File: src/rtl/fractal_pkg.sv
// Shared definitions for the fractal view controller: coordinate format,
// screen geometry, default view parameters, button bit indices and the
// frame-update state encoding.
package fractal_pkg;

  localparam int COORD_W = 24;
  localparam int FRAC_W  = 20;

  typedef logic signed [COORD_W-1:0] coord_t;

  localparam int H_ACTIVE = 640;
  localparam int V_ACTIVE = 480;

  localparam int BASE_STEP = 4915;       // ~3.0/640 in Q4.20
  localparam int CLAMP     = 2097152;    // 2.0 in Q4.20
  localparam int ZOOM_MAX  = 8;
  localparam int PAN_SHIFT = 3;

  localparam int CENTER_RE_RST = -524288; // -0.5 in Q4.20

  localparam int BTN_UP   = 0;
  localparam int BTN_DOWN = 1;
  localparam int BTN_LEFT = 2;
  localparam int BTN_RGHT = 3;
  localparam int BTN_ZIN  = 4;
  localparam int BTN_ZOUT = 5;

  typedef enum logic [1:0] {
    IDLE   = 2'd0,
    APPLY  = 2'd1,
    ORIGIN = 2'd2
  } view_state_t;

endpackage

File: src/rtl/coord_sat_add.sv
// Signed add/subtract of two coordinates with symmetric saturation.
// Ports:
//   i_a, i_b : signed operands
//   i_sub    : 1 = i_a - i_b, 0 = i_a + i_b
//   o_sum    : result clamped to [-LIM, +LIM]
module coord_sat_add import fractal_pkg::*; #(
  parameter int W   = fractal_pkg::COORD_W,
  parameter int LIM = fractal_pkg::CLAMP
) (
  input  logic signed [W-1:0] i_a,
  input  logic signed [W-1:0] i_b,
  input  logic                i_sub,
  output logic signed [W-1:0] o_sum
);

  localparam logic signed [W:0] LIM_P = (W+1)'(LIM);
  localparam logic signed [W:0] LIM_N = -LIM_P;

  logic signed [W:0] w_a;
  logic signed [W:0] w_b;
  logic signed [W:0] w_full;

  // One guard bit is enough: both operands are bounded well inside the range.
  assign w_a    = {i_a[W-1], i_a};
  assign w_b    = {i_b[W-1], i_b};
  assign w_full = i_sub ? (w_a - w_b) : (w_a + w_b);

  always_comb begin
    o_sum = w_full[W-1:0];
    if (w_full > LIM_P) begin
      o_sum = LIM_P[W-1:0];
    end else if (w_full < LIM_N) begin
      o_sum = LIM_N[W-1:0];
    end
  end

endmodule

File: src/rtl/fractal_view_ctrl.sv
// Frame-level view controller: samples pan/zoom buttons at frame start,
// keeps centre and zoom, derives origin/step, and walks the per-pixel
// complex coordinate in step with the VGA timing.
// Ports:
//   i_clk, i_rst_n         : clock, synchronous active-low reset
//   i_pix_ce               : pixel-clock enable
//   i_v_begin              : frame-start pulse (qualified by i_pix_ce)
//   i_pixel_x, i_pixel_y   : current pixel position
//   i_vga_active           : visible-area flag
//   i_btn                  : up/down/left/right/zoom_in/zoom_out levels
//   o_c_re, o_c_im         : coordinate of the pixel one pix_ce earlier
//   o_coord_valid          : o_c_re/o_c_im belong to a visible pixel
//   o_zoom                 : current zoom level
//   o_busy                 : frame update in progress
//
// state  | meaning
// IDLE   | waiting for frame start, pixel path running
// APPLY  | pan centre with old step, update zoom and step
// ORIGIN | recompute top-left origin from new centre and step
module fractal_view_ctrl import fractal_pkg::*; #(
  parameter int COORD_W   = fractal_pkg::COORD_W,
  parameter int BASE_STEP = fractal_pkg::BASE_STEP,
  parameter int ZOOM_MAX  = fractal_pkg::ZOOM_MAX,
  parameter int PAN_SHIFT = fractal_pkg::PAN_SHIFT,
  parameter int CLAMP     = fractal_pkg::CLAMP
) (
  input  logic                      i_clk,
  input  logic                      i_rst_n,
  input  logic                      i_pix_ce,
  input  logic                      i_v_begin,
  input  logic [9:0]                i_pixel_x,
  input  logic [9:0]                i_pixel_y,
  input  logic                      i_vga_active,
  input  logic [5:0]                i_btn,
  output logic signed [COORD_W-1:0] o_c_re,
  output logic signed [COORD_W-1:0] o_c_im,
  output logic                      o_coord_valid,
  output logic [3:0]                o_zoom,
  output logic                      o_busy
);

  localparam logic signed [COORD_W-1:0] RST_STEP = COORD_W'(BASE_STEP);
  localparam logic signed [COORD_W-1:0] RST_CRE  = COORD_W'(CENTER_RE_RST);
  localparam logic signed [COORD_W-1:0] RST_RE0  = COORD_W'(CENTER_RE_RST - 320 * BASE_STEP);
  localparam logic signed [COORD_W-1:0] RST_IM0  = COORD_W'(-240 * BASE_STEP);

  view_state_t r_state, w_state_next;

  logic [5:0]                r_btn;
  logic [3:0]                r_zoom, w_zoom_next;
  logic signed [COORD_W-1:0] r_step, w_step_next;
  logic signed [COORD_W-1:0] r_center_re, r_center_im;
  logic signed [COORD_W-1:0] w_center_re_next, w_center_im_next;
  logic signed [COORD_W-1:0] r_re0, r_im0;
  logic signed [COORD_W-1:0] r_c_re, r_c_im;
  logic                      r_valid;
  logic signed [COORD_W-1:0] w_pan, w_pan_re, w_pan_im;
  logic                      w_start;

  assign w_start = i_v_begin & i_pix_ce;

  always_ff @(posedge i_clk) begin
    if (!i_rst_n) r_state <= IDLE;
    else          r_state <= w_state_next;
  end

  always_comb begin
    w_state_next = r_state;
    o_busy       = 1'b1;
    case (r_state)
      IDLE: begin
        o_busy = 1'b0;
        if (w_start) w_state_next = APPLY;
      end
      APPLY:   w_state_next = ORIGIN;
      ORIGIN:  w_state_next = IDLE;
      default: w_state_next = IDLE;
    endcase
  end

  always_comb begin
    w_zoom_next = r_zoom;
    if (r_btn[BTN_ZIN] && !r_btn[BTN_ZOUT] && r_zoom < 4'(ZOOM_MAX)) begin
      w_zoom_next = r_zoom + 4'd1;
    end else if (r_btn[BTN_ZOUT] && !r_btn[BTN_ZIN] && r_zoom != 4'd0) begin
      w_zoom_next = r_zoom - 4'd1;
    end
  end

  assign w_step_next = RST_STEP >>> w_zoom_next;

  // Pan is based on the step in force before this update's zoom change.
  assign w_pan    = r_step <<< PAN_SHIFT;
  assign w_pan_re = (r_btn[BTN_LEFT] ^ r_btn[BTN_RGHT]) ? w_pan : '0;
  assign w_pan_im = (r_btn[BTN_UP]   ^ r_btn[BTN_DOWN]) ? w_pan : '0;

  coord_sat_add #(.W(COORD_W), .LIM(CLAMP)) u_sat_re (
    .i_a   (r_center_re),
    .i_b   (w_pan_re),
    .i_sub (r_btn[BTN_LEFT]),
    .o_sum (w_center_re_next)
  );

  coord_sat_add #(.W(COORD_W), .LIM(CLAMP)) u_sat_im (
    .i_a   (r_center_im),
    .i_b   (w_pan_im),
    .i_sub (r_btn[BTN_UP]),
    .o_sum (w_center_im_next)
  );

  always_ff @(posedge i_clk) begin
    if (!i_rst_n) begin
      r_btn       <= '0;
      r_zoom      <= '0;
      r_step      <= RST_STEP;
      r_center_re <= RST_CRE;
      r_center_im <= '0;
      r_re0       <= RST_RE0;
      r_im0       <= RST_IM0;
    end else begin
      case (r_state)
        IDLE: begin
          if (w_start) r_btn <= i_btn;
        end
        APPLY: begin
          r_center_re <= w_center_re_next;
          r_center_im <= w_center_im_next;
          r_zoom      <= w_zoom_next;
          r_step      <= w_step_next;
        end
        ORIGIN: begin
          // 320 = 256 + 64, 240 = 256 - 16
          r_re0 <= r_center_re - ((r_step <<< 8) + (r_step <<< 6));
          r_im0 <= r_center_im - ((r_step <<< 8) - (r_step <<< 4));
        end
        default: ;
      endcase
    end
  end

  always_ff @(posedge i_clk) begin
    if (!i_rst_n) begin
      r_c_re  <= '0;
      r_c_im  <= '0;
      r_valid <= 1'b0;
    end else if (i_pix_ce) begin
      r_valid <= i_vga_active;
      if (i_vga_active) begin
        if (i_pixel_x == 10'd0) begin
          r_c_re <= r_re0;
          r_c_im <= (i_pixel_y == 10'd0) ? r_im0 : (r_c_im + r_step);
        end else begin
          r_c_re <= r_c_re + r_step;
        end
      end
    end
  end

  assign o_c_re        = r_c_re;
  assign o_c_im        = r_c_im;
  assign o_coord_valid = r_valid;
  assign o_zoom        = r_zoom;

endmodule
File: config.mk
export PLATFORM = sky130hd
export DESIGN_NAME = fractal_view_ctrl
export DESIGN_NICKNAME = d
export VERILOG_FILES = /design/src/rtl/fractal_pkg.sv /design/src/rtl/coord_sat_add.sv /design/src/rtl/fractal_view_ctrl.sv
export SDC_FILE = /design/constraint.sdc
export NUM_CORES = 1
export LEC_CHECK = 0
export ABC_AREA = 1
export CAP_MARGIN = 20
export CORE_MARGIN = 2
export CORE_UTILIZATION = 50
export CTS_BUF_LIST = sky130_fd_sc_hd__clkbuf_8
export CTS_CLUSTER_SIZE = 24
export DETAILED_ROUTE_END_ITERATION = 8
export PLACE_DENSITY = 0.73
export SYNTH_ARGS = -nofsm -noshare
export SYNTH_HDL_FRONTEND = slang
export SYNTH_SLANG_ARGS = --single-unit
File: constraint.sdc
create_clock -name i_clk -period 8.1 [get_ports i_clk]
set_input_delay 2.43 -clock i_clk [delete_from_list [all_inputs] [get_ports i_clk]]
set_output_delay 2.43 -clock i_clk [all_outputs]
set_load 0.05 [all_outputs]
## Word level (Yosys, flattened, before mapping)

Index checks and enable logic that the tools add are counted.
W data, S select, Z words.

- Bitwise logic cells: 3
- Order comparisons: 5
- Reductions and logical operators: 13
- Add/sub/neg operators: 12
- Shift-type cells: 1
- Muxes and demuxes: 15
- Equal/unequal tests: 3

Operators by type and width:

| kind | number |
|---|---|
| $mux W24 | 8 |
| $add A24 B24 Y24 | 3 |
| $sub A24 B24 Y24 | 3 |
| $add A24 B24 Y25 | 2 |
| $gt A25 B23 Y1 const B | 2 |
| $lt A25 B22 Y1 const B | 2 |
| $mux W25 | 2 |
| $sub A24 B24 Y25 | 2 |
| $sshr A14 B4 Y24 const A | 1 |
| $logic_not A10 Y1 | 2 |
| $mux W4 | 2 |
| $add A4 B1 Y4 const B | 1 |
| $logic_and A1 B1 Y1 | 4 |
| $lt A4 B4 Y1 const B | 1 |
| $pmux W2 S2 | 1 |
| $reduce_and A2 Y1 | 2 |
| $reduce_bool A4 Y1 | 1 |
| $sub A4 B1 Y4 const B | 1 |
| $reduce_and A3 Y1 | 1 |
| $eq A2 B1 Y1 const B | 1 |
| $eq A2 B2 Y1 const B | 1 |
| $logic_not A1 Y1 | 2 |
| $logic_not A2 Y1 | 1 |
| $mux W2 | 1 |
| 4 further kinds | 5 |

- Logic and storage cells: 63
- Output and inout port bits: 54
- Bits of input ports: 31
- Flip-flop bits (word level): 181

## Longest topological paths before layout

Gate-level depths: netlist of the first run.

- Depth after elaboration: 7
- Gate-level depth with buffers: 36
- Mapped depth without buffers: 33

## Hierarchy

A second synthesis of the first run with hierarchy kept.

- Cell total of the unflattened synthesis: 3,030
- Area, all modules: 17,840.9 µm²

Modules (own cells, without submodules):

| module | cells an instance | sequential area each (µm²) | instances | area each (µm²) |
|---|---|---|---|---|
| fractal_view_ctrl | 1,896 | 3,403.3 | 1 | 12,049.1 |
| coord_sat_add at u_sat_im | 576 | 0.0 | 1 | 2,914.0 |
| coord_sat_add at u_sat_re | 558 | 0.0 | 1 | 2,877.8 |

## Worst setup path before layout of the first run

Ideal clock, no wire load.

- Kind: input-to-reg
- From: input i_pixel_x[3]
- To: register r_c_re[17] (netlist: o_c_re[17])
- Required time: 7.972 ns
- Library setup time: 0.128 ns
- Arrival: 3.930 ns
- Path buffers: 1
- Slack: 4.043 ns
- Cell stages on the path: 8
- Cell sequence: or4_1 > nor3_1 > nand2_1 > inv_1 > clkbuf_1 > nor2_1 > a31oi_1 > nor2_1

- Cells in the longest elaborated chain, start to end: 2

Ends and longest elaborated chain:

| item | RTL line | RTL |
|---|---|---|
| start: declaration | fractal_view_ctrl.sv:31 | `input logic [9:0] i_pixel_x,` |
| $logic_not A10 Y1 | fractal_view_ctrl.sv:149 | `if (i_pixel_x == 10'd0) begin` |
| $mux W24 | fractal_view_ctrl.sv:149 |  |
| end signal: assignment | fractal_view_ctrl.sv:150 | `r_c_re <= r_re0;` |
| end signal: assignment | fractal_view_ctrl.sv:153 | `r_c_re <= r_c_re + r_step;` |
| end: declaration | fractal_view_ctrl.sv:55 | `logic signed [COORD_W-1:0] r_c_re, r_c_im;` |

No other way between the ends.
A chain may end at the register's enable or synchronous reset.

## Worst setup path after layout of the first run

- From: register r_btn[2]
- To: register r_center_re[19]

- Cells in the longest elaborated chain, start to end: 7
- Elaborated cells on any way between the ends: 9
- Those cells by class: 2 x add/sub; 2 x order compare; 4 x mux; 1 x bitwise

Ends and longest elaborated chain:

| item | RTL line | RTL |
|---|---|---|
| start: declaration | fractal_view_ctrl.sv:49 | `logic [5:0] r_btn;` |
| start signal: assignment | fractal_view_ctrl.sv:123 | `if (w_start) r_btn <= i_btn;` |
| $xor A1 B1 Y1 | fractal_view_ctrl.sv:94 | `assign w_pan_re = (r_btn[BTN_LEFT] ^ r_btn[BTN_RGHT]) ? w_pan : '0;` |
| $mux W24 | fractal_view_ctrl.sv:94 |  |
| $add A24 B24 Y25 / $sub A24 B24 Y25 (equally long branches) | coord_sat_add.sv:26 | `assign w_full = i_sub ? (w_a - w_b) : (w_a + w_b);` |
| $mux W25 * | coord_sat_add.sv:26 |  |
| $lt A25 B22 Y1 | coord_sat_add.sv:32 | `end else if (w_full < LIM_N) begin` |
| $mux W24 | coord_sat_add.sv:32 |  |
| $mux W24 * | coord_sat_add.sv:30 | `if (w_full > LIM_P) begin` |
| end signal: assignment | fractal_view_ctrl.sv:126 | `r_center_re <= w_center_re_next;` |
| end: declaration | fractal_view_ctrl.sv:52 | `logic signed [COORD_W-1:0] r_center_re, r_center_im;` |

Every way passes the cells marked *; elsewhere a longest branch is shown, timed or not.

==> impl_metrics.py, run 1 <==
metrics = {
    "run_status": {
        "outcome": "finished, final reports clean",
    },
    "die": {
        "dieArea_mm2": 0.03098,
        "start_util_pct": 51.12,
        "fp.dieH_um": 176,
        "core_area_mm2": 0.02894,
        "ios": 85,
        "rows": 62,
        "die_w_um": 176,
    },
    "drt": {
        "viasPerCell": 5.375,
        "wl_per_cell_um": 14.98,
        "route.vias.total": 15190,
        "drt-total-wl_mm": 42.33,
        "drc": 0,
        "drtAntennaViolNets": 0,
        "drt-initial-drc-count": 1440,
        "drt_first_pass_iters": 6,
    },
    "synthesis": {
        "synth_area_mm2": 0.01479,
        "syn_inst": 2380,
        "avgSynthCellArea_um2": 6.215,
        "synth-seq-area-share_pct": 21.38,
        "synth_seq_cells": 158,
        "yosys.cell_types.count": 49,
        "ys_warn_count": 0,
        "syn_nets": 2557,
    },
    "timing": {
        "worstMarginPinSlew_ps": 949.5,
        "holdWs_ps": 469.7,
        "slew_violations": 0,
        "relSlewSlack_pct": 36.63,
        "max_freq_ghz": 0.1979,
        "finalClockSkew_ps": 22.26,
        "hold_violations": 0,
        "fin_ws_ps": 3047,
        "fin_crit_sh_pct": 62.39,
        "setup_viol": 0,
        "tns_ps": 0,
        "rsz0062_at_grt": "no",
        "post-route-min-period_ps": 5053,
    },
    "global_routing": {
        "grt_max_degree": 73,
        "track_usage_pct": 27.55,
        "grt_pass1_vias": 13920,
        "antenna_found_initial": 0,
        "grt_pass1_wl_mm": 69.35,
        "grt_overflow": 0,
    },
    "power": {
        "p_sw_w": 0.001269,
        "p_clk_share_pct": 22.2,
        "p_leak_nw": 7.952,
        "power_density_mw_per_mm2": 172.8,
        "power_frac_comb_pct": 47.8,
        "ir_drop_uv": 100.4,
        "swShare_pct": 45.07,
        "p_seq_share_pct": 29.9,
        "p_int_w": 0.001546,
    },
    "setup_path": {
        "crit_type": "reg2reg",
        "required_ps": 8510,
        "critPathArrivalTime_ps": 5470,
        "startpoint_type": "register",
        "cp-end-kind": "register",
        "cp_max_fo": 19,
        "worst_r2r_path_depth": 27,
    },
    "finish": {
        "multi_input_area_mm2": 0.009848,
        "area_delta_synth_final_pct": 10.11,
        "diodes": 0,
        "fillers": 2875,
        "instances_no_fill": 2826,
        "layout.nets": 2606,
        "layout-drive-gt1-share_pct": 4.586,
        "seq_area_mm2": 0.003163,
    },
    "placement": {
        "placed_cells": 2794,
        "hpwl_mm": 32.85,
        "place.gp.congestion": 0.9280,
        "portBuffers": 84,
        "place_ws_ps": 2706,
    },
    "clock_network": {
        "ctsHoldBuffers": 0,
        "cts_tree": "yes",
        "postCtsSetupBuffers": 0,
        "clock_latency_ps": 480,
        "clock-sinks": 158,
        "cts-root-buf": "clkbuf_8",
        "clk_pin_slew_ps": 100,
        "cts_made_buffers": 17,
        "htree_levels": 4,
        "cts_resized": 0,
        "cts_buffer_depth": 2,
    },
    "hold_path": {
        "whs_path_depth": 2,
        "worstHoldPathType": "reg2reg",
    },
    "flow_run": {
        "drv_cap": 0,
    },
}
==> cell usage after synthesis (all sizes together) <==
cell type | number | share of area [%]
nand3b | 10 | 0.51
o211ai | 29 | 1.5
clkinv | 4 | 0.10
clkbuf | 55 | 1.4
xnor2 | 36 | 2.1
a211oi | 1 | 0.051
nand4 | 20 | 0.85
a22oi | 1 | 0.051
o21ai | 150 | 5.2
buf | 8 | 0.63
ha | 124 | 10
nor2 | 205 | 5.3
o21bai | 4 | 0.20
fa | 22 | 3.0
nor3b | 3 | 0.19
nor4 | 12 | 0.51
inv | 389 | 9.9
o221ai | 6 | 0.36
o21a | 4 | 0.20
or2 | 13 | 0.55
o31ai | 7 | 0.45
o22ai | 1 | 0.042
xor2 | 50 | 3.0
a21oi | 262 | 9.3
a21boi | 3 | 0.15
nor3 | 30 | 1.0
nand3 | 103 | 3.6
nand2 | 639 | 17
or4 | 2 | 0.10
dfxtp | 158 | 21
and2 | 4 | 0.17
a21o | 6 | 0.30
and3 | 1 | 0.042
o311ai | 1 | 0.059
o2111ai | 1 | 0.059
a31oi | 16 | 0.68
==> layer usage <==
| layer | vias to the layer above | share of wire, % | track usage, % |
|---|---|---|---|
| li1 | 7767 | - | - |
| met1 | 6903 | 48 | 38.84 |
| met2 | 470 | 44 | 44.39 |
| met3 | 51 | 6.6 | 4.005 |
| met4 | 0 | 1.8 | 6.646 |
| met5 | - | 0 | 0 |
==> kinds of logic (layout without fill, tap and decap cells) <==
group	Yosys count	in the layout	share of synthesized area, %
AND/OR/NAND/NOR	1042	1042	29.45
AO/OA/AOI/OAI	492	492	18.55
buffers and inverters	456	518	12.05
flip-flops	158	158	21.38
adder cells (fa/ha/maj)	146	146	13.47
XOR/XNOR	86	86	5.092
==> cell usage in the layout, fill, tap and decap left out, types with 10 or more instances in the layout <==
cell	n
a21oi_1	244
nand3b_1	10
fa_1	22
nor4_1	12
xnor2_1	36
nor2_1	198
or2_2	13
ha_1	124
nand2_1	620
a21oi_2	18
o21ai_0	143
dfxtp_1	158
a31oi_1	16
nor3_1	30
nand3_1	101
nand4_1	20
xor2_1	50
nand2_2	16
o211ai_1	29
clkdlybuf4s50_1	84
inv_1	384
clkbuf_8	18
==> critical path, stage by stage (launching register included) <==
cell and delay [ps]:
dfxtp_1 480, inv_2 200, nand2_1 100, nand2_1 230, nand2_2 200, ha_1 190, nand3_1 140, nor4_1 330
nand3b_1 280, nand2_1 150, xnor2_1 120, inv_1 60, ha_1 350, nand2_1 150, inv_1 50, nand2_1 60
nand2_1 60, a21oi_1 250, inv_1 70, nand2_1 80, nand3_1 70, nand2_1 60, nand2_1 100, inv_1 100
nand3_1 520, a21oi_1 390, nand3_1 140, nand2_1 80
==> per-stage QoR <==
stage / util [%] / total power [W] / area [um2]
after floorplan: - / 0.001889 / 14790
after global placement: 54.90 / 0.002164 / 15890
after detailed placement: 54.90 / 0.002183 / 15890
after CTS: 56.29 / 0.002805 / 16290
after global routing: 56.29 / 0.003031 / 16290
final: 56.29 / 0.002815 / 16290
==> layout make-up <==
cell class                 instances  share of cell area, %
inverter                         393                  9.119
clock buffer                      18                  1.521
clock inverter                    14                 0.9449
timing repair buffer              93                  5.577
sequential                       158                  19.42
multi-input combinational       1766                  60.47
tap                              384                  2.950
==> state kept, by name, indices dropped and copies added (netlist names) <==
signal	flops
r_step	13
r_re0	21
r_center_re	21
r_center_im	21
o_coord_valid	1
r_state	2
r_im0	21
o_c_im	24
o_zoom	4
r_btn	6
o_c_re	24
==> worst paths after layout <==
check                        startpoint  slack, ps                      endpoint
max               r_btn[2]$_SDFFE_PN0P_       3050  r_center_re[19]$_SDFFE_PN1P_
min          o_coord_valid$_SDFFE_PN0P_        470    o_coord_valid$_SDFFE_PN0P_
max reg2reg       r_btn[2]$_SDFFE_PN0P_       3050  r_center_re[19]$_SDFFE_PN1P_
min reg2reg  o_coord_valid$_SDFFE_PN0P_        470    o_coord_valid$_SDFFE_PN0P_
==> power by group through the flow <==
| stage | clock network [W] | logic (W) | registers [W] |
|---|---|---|---|
| floorplan | 0 | 0.00103 | 0.000862 |
| global placement | 0 | 0.00131 | 0.000859 |
| detailed placement | 0 | 0.00132 | 0.000859 |
| CTS | 0.000632 | 0.00133 | 0.000841 |
| global route | 0.000666 | 0.00152 | 0.000845 |
| finish | 0.000626 | 0.00135 | 0.000843 |
No activity file was read; power rests on OpenSTA's default activity.
==> run 2: changes to the inputs <==
PLACE_DENSITY = 0.75   (was 0.73)
clock period = 4.25 ns   (was 8.1 ns; I/O delays follow)
==> run 2 against run 1 <==
- via count rose by 3.2%
- utilization is 3.4 points higher
- register-to-register slack got worse by 3000 ps
- global-route usage shrank 0.43 points
- final cell count is 2.2% higher
- die area unchanged
- routed wire length up 2.5%
- total power increased by 100%
- clock power up 90%
- non-clock buffer count grew 61
- critical path depth is 1 higher
- clock skew decreased by 1.7 ps
- critical path type unchanged
- highest routed layer unchanged
==> impl_metrics.py, run 2 (synthesis results as in run 1) <==
metrics = {
    "power": {
        "total_power_w": 0.005684,
        "p_leak_nw": 8.330,
        "ir_drop_uv": 223.0,
        "power_density_mw_per_mm2": 329.1,
    },
    "timing": {
        "finalClockSkew_ps": 20.56,
        "post-route-min-period_ps": 4153,
        "worstMarginPinSlew_ps": 930.6,
        "rsz0062_at_grt": "yes",
        "setup_viol": 0,
        "max_freq_ghz": 0.2408,
        "fin_crit_sh_pct": 97.73,
        "slew_violations": 0,
        "relSlewSlack_pct": 37.89,
        "hold_violations": 0,
    },
    "global_routing": {
        "grt_overflow": 0,
        "grt_pass1_vias": 14000,
        "grt_use_met1_pct": 37.32,
        "track_usage_pct": 27.12,
        "use_met3_pct": 4.156,
        "antenna_found_initial": 0,
        "grt_use_met2_pct": 43.91,
        "top_usage_layer": "met2",
        "grt_max_degree": 72,
        "grt_pass1_wl_mm": 68.52,
    },
    "hold_path": {
        "worstHoldPathType": "reg2reg",
        "whs_path_depth": 2,
        "hold_end": "o_coord_valid$_SDFFE_PN0P_",
        "min_from": "o_coord_valid$_SDFFE_PN0P_",
    },
    "setup_path": {
        "worst_r2r_path_depth": 28,
        "cp-end-kind": "register",
        "rr_endpoint": "r_center_im[6]$_SDFFE_PN0P_",
        "critPathArrivalTime_ps": 4560,
        "required_ps": 4660,
        "cp_max_fo": 9,
        "cp-startpoint": "r_btn[1]$_SDFFE_PN0P_",
        "startpoint_type": "register",
        "max_stage_delay_ps": 410,
        "crit_type": "reg2reg",
        "r2r_start": "r_btn[1]$_SDFFE_PN0P_",
        "r2r_setup_slack_ps": 100,
        "crit_slowest_cell": "ha_2",
    },
    "clock_network": {
        "clock_latency_ps": 480,
        "ctsHoldBuffers": 0,
        "htree_levels": 4,
        "cts_buffer_depth": 2,
        "clk_pin_slew_ps": 100,
        "clock-sinks": 158,
        "cts_made_buffers": 17,
        "cts_tree": "yes",
        "cts-root-buf": "clkbuf_8",
    },
    "finish": {
        "final_common_cell": "nand2_1",
        "final_cell_mix": "595 x nand2_1, 378 x inv_1, 234 x a21oi_1",
        "layout-drive-gt1-share_pct": 10.54,
        "diodes": 0,
        "layout.nets": 2668,
        "seq_area_mm2": 0.003171,
        "area_delta_synth_final_pct": 16.76,
        "multi_input_area_mm2": 0.01027,
        "final_area_mm2": 0.01727,
        "fillers": 2675,
    },
    "die": {
        "ios": 85,
        "core_area_mm2": 0.02894,
        "start_util_pct": 51.12,
        "dieArea_mm2": 0.03098,
        "rows": 62,
        "fp.dieH_um": 176,
        "die_w_um": 176,
    },
    "flow_run": {
        "drv_cap": 0,
    },
    "drt": {
        "drt-initial-drc-count": 1381,
        "wl_per_cell_um": 15.03,
        "drc": 0,
        "route.vias.total": 15680,
        "drt-total-wl_mm": 43.40,
        "viasPerCell": 5.429,
        "drt_first_pass_iters": 9,
        "drtAntennaViolNets": 0,
    },
    "run_status": {
        "outcome": "finished, final reports clean",
    },
    "placement": {
        "place.gp.congestion": 0.9368,
        "placed_cell_area_mm2": 0.01623,
        "hpwl_mm": 33.06,
        "portBuffers": 84,
    },
}
[run 2: cell count changes in the layout (fill, tap and decap cells not counted), moves of 9 or more]
cell	delta
nand2_2	+22
a21oi_2	+9
buf_4	+55
nand2_1	-25
nor3_1	-11
a21oi_1	-10
nor2_1	-16
nor3_2	+10
[run 2: worst max-delay path, delay by kind of cell (launching register included)]
kind / cells / cell delay (ps)
buf+inv: 5 / 480
xor+xnor: 1 / 190
flops: 1 / 390
simple gates: 18 / 1990
compound gates: 3 / 610
fa+ha+maj: 1 / 410
[run 2: repair_timing]
action | 4_1_cts | 5_1_grt
gates resized for setup | 0 | 118
endpoints found under the setup margin | 0 | 38
buffers inserted | 0 | 15
[run 2: metal layers]
metal,vias up,routed length (um)
met5,-,0
met3,97,3585
li1,7916,-
met1,6978,19440
met4,0,1079
met2,687,19300
[run 2: how the worst max path moves through the flow]
stage	end	slack, ps	depth (start not counted)
floorplan	r_center_im[13]$_SDFFE_PN0P_	290	32
global placement	r_center_im[4]$_SDFFE_PN0P_	260	30
detailed placement	r_center_im[11]$_SDFFE_PN0P_	60	29
CTS	r_center_im[6]$_SDFFE_PN0P_	5	30
global route	r_center_im[13]$_SDFFE_PN0P_	-140	31
finish	r_center_im[6]$_SDFFE_PN0P_	100	28
[run 2: per-stage QoR]
step | TNS, ps | setup slack (ps) | hold slack (ps) | cells | util, %
after global routing | -3117 | -140.9 | 498.3 | 2888 | 59.69
after global placement | 0 | 255.1 | 453.4 | 2837 | 56.10
final | 0 | 96.57 | 474.4 | 2888 | 59.69
after floorplan | 0 | 294.4 | 437.2 | 2380 | -
after CTS | 0 | 4.866 | 477.4 | 2869 | 57.53
after detailed placement | 0 | 58.50 | 461.1 | 2837 | 56.10
[run 2: where the power goes]
group | leakage, nW | internal, W | switching (W)
Clock | 0.207 | 0.000566 | 0.000628
Combinational | 6.84 | 0.00106 | 0.00184
Sequential | 1.28 | 0.00153 | 0.0000567
Total | 8.33 | 0.00316 | 0.00252
[run 2: final cells by class]
| type | instances | area share, % |
|---|---|---|
| multi-input cells | 1767 | 59.49 |
| flip-flops and latches | 158 | 18.36 |
| inverters | 393 | 8.629 |
| repair buffers | 154 | 8.353 |
| well taps | 384 | 2.782 |
| clock buffers | 19 | 1.514 |
| clock inverters | 13 | 0.8766 |
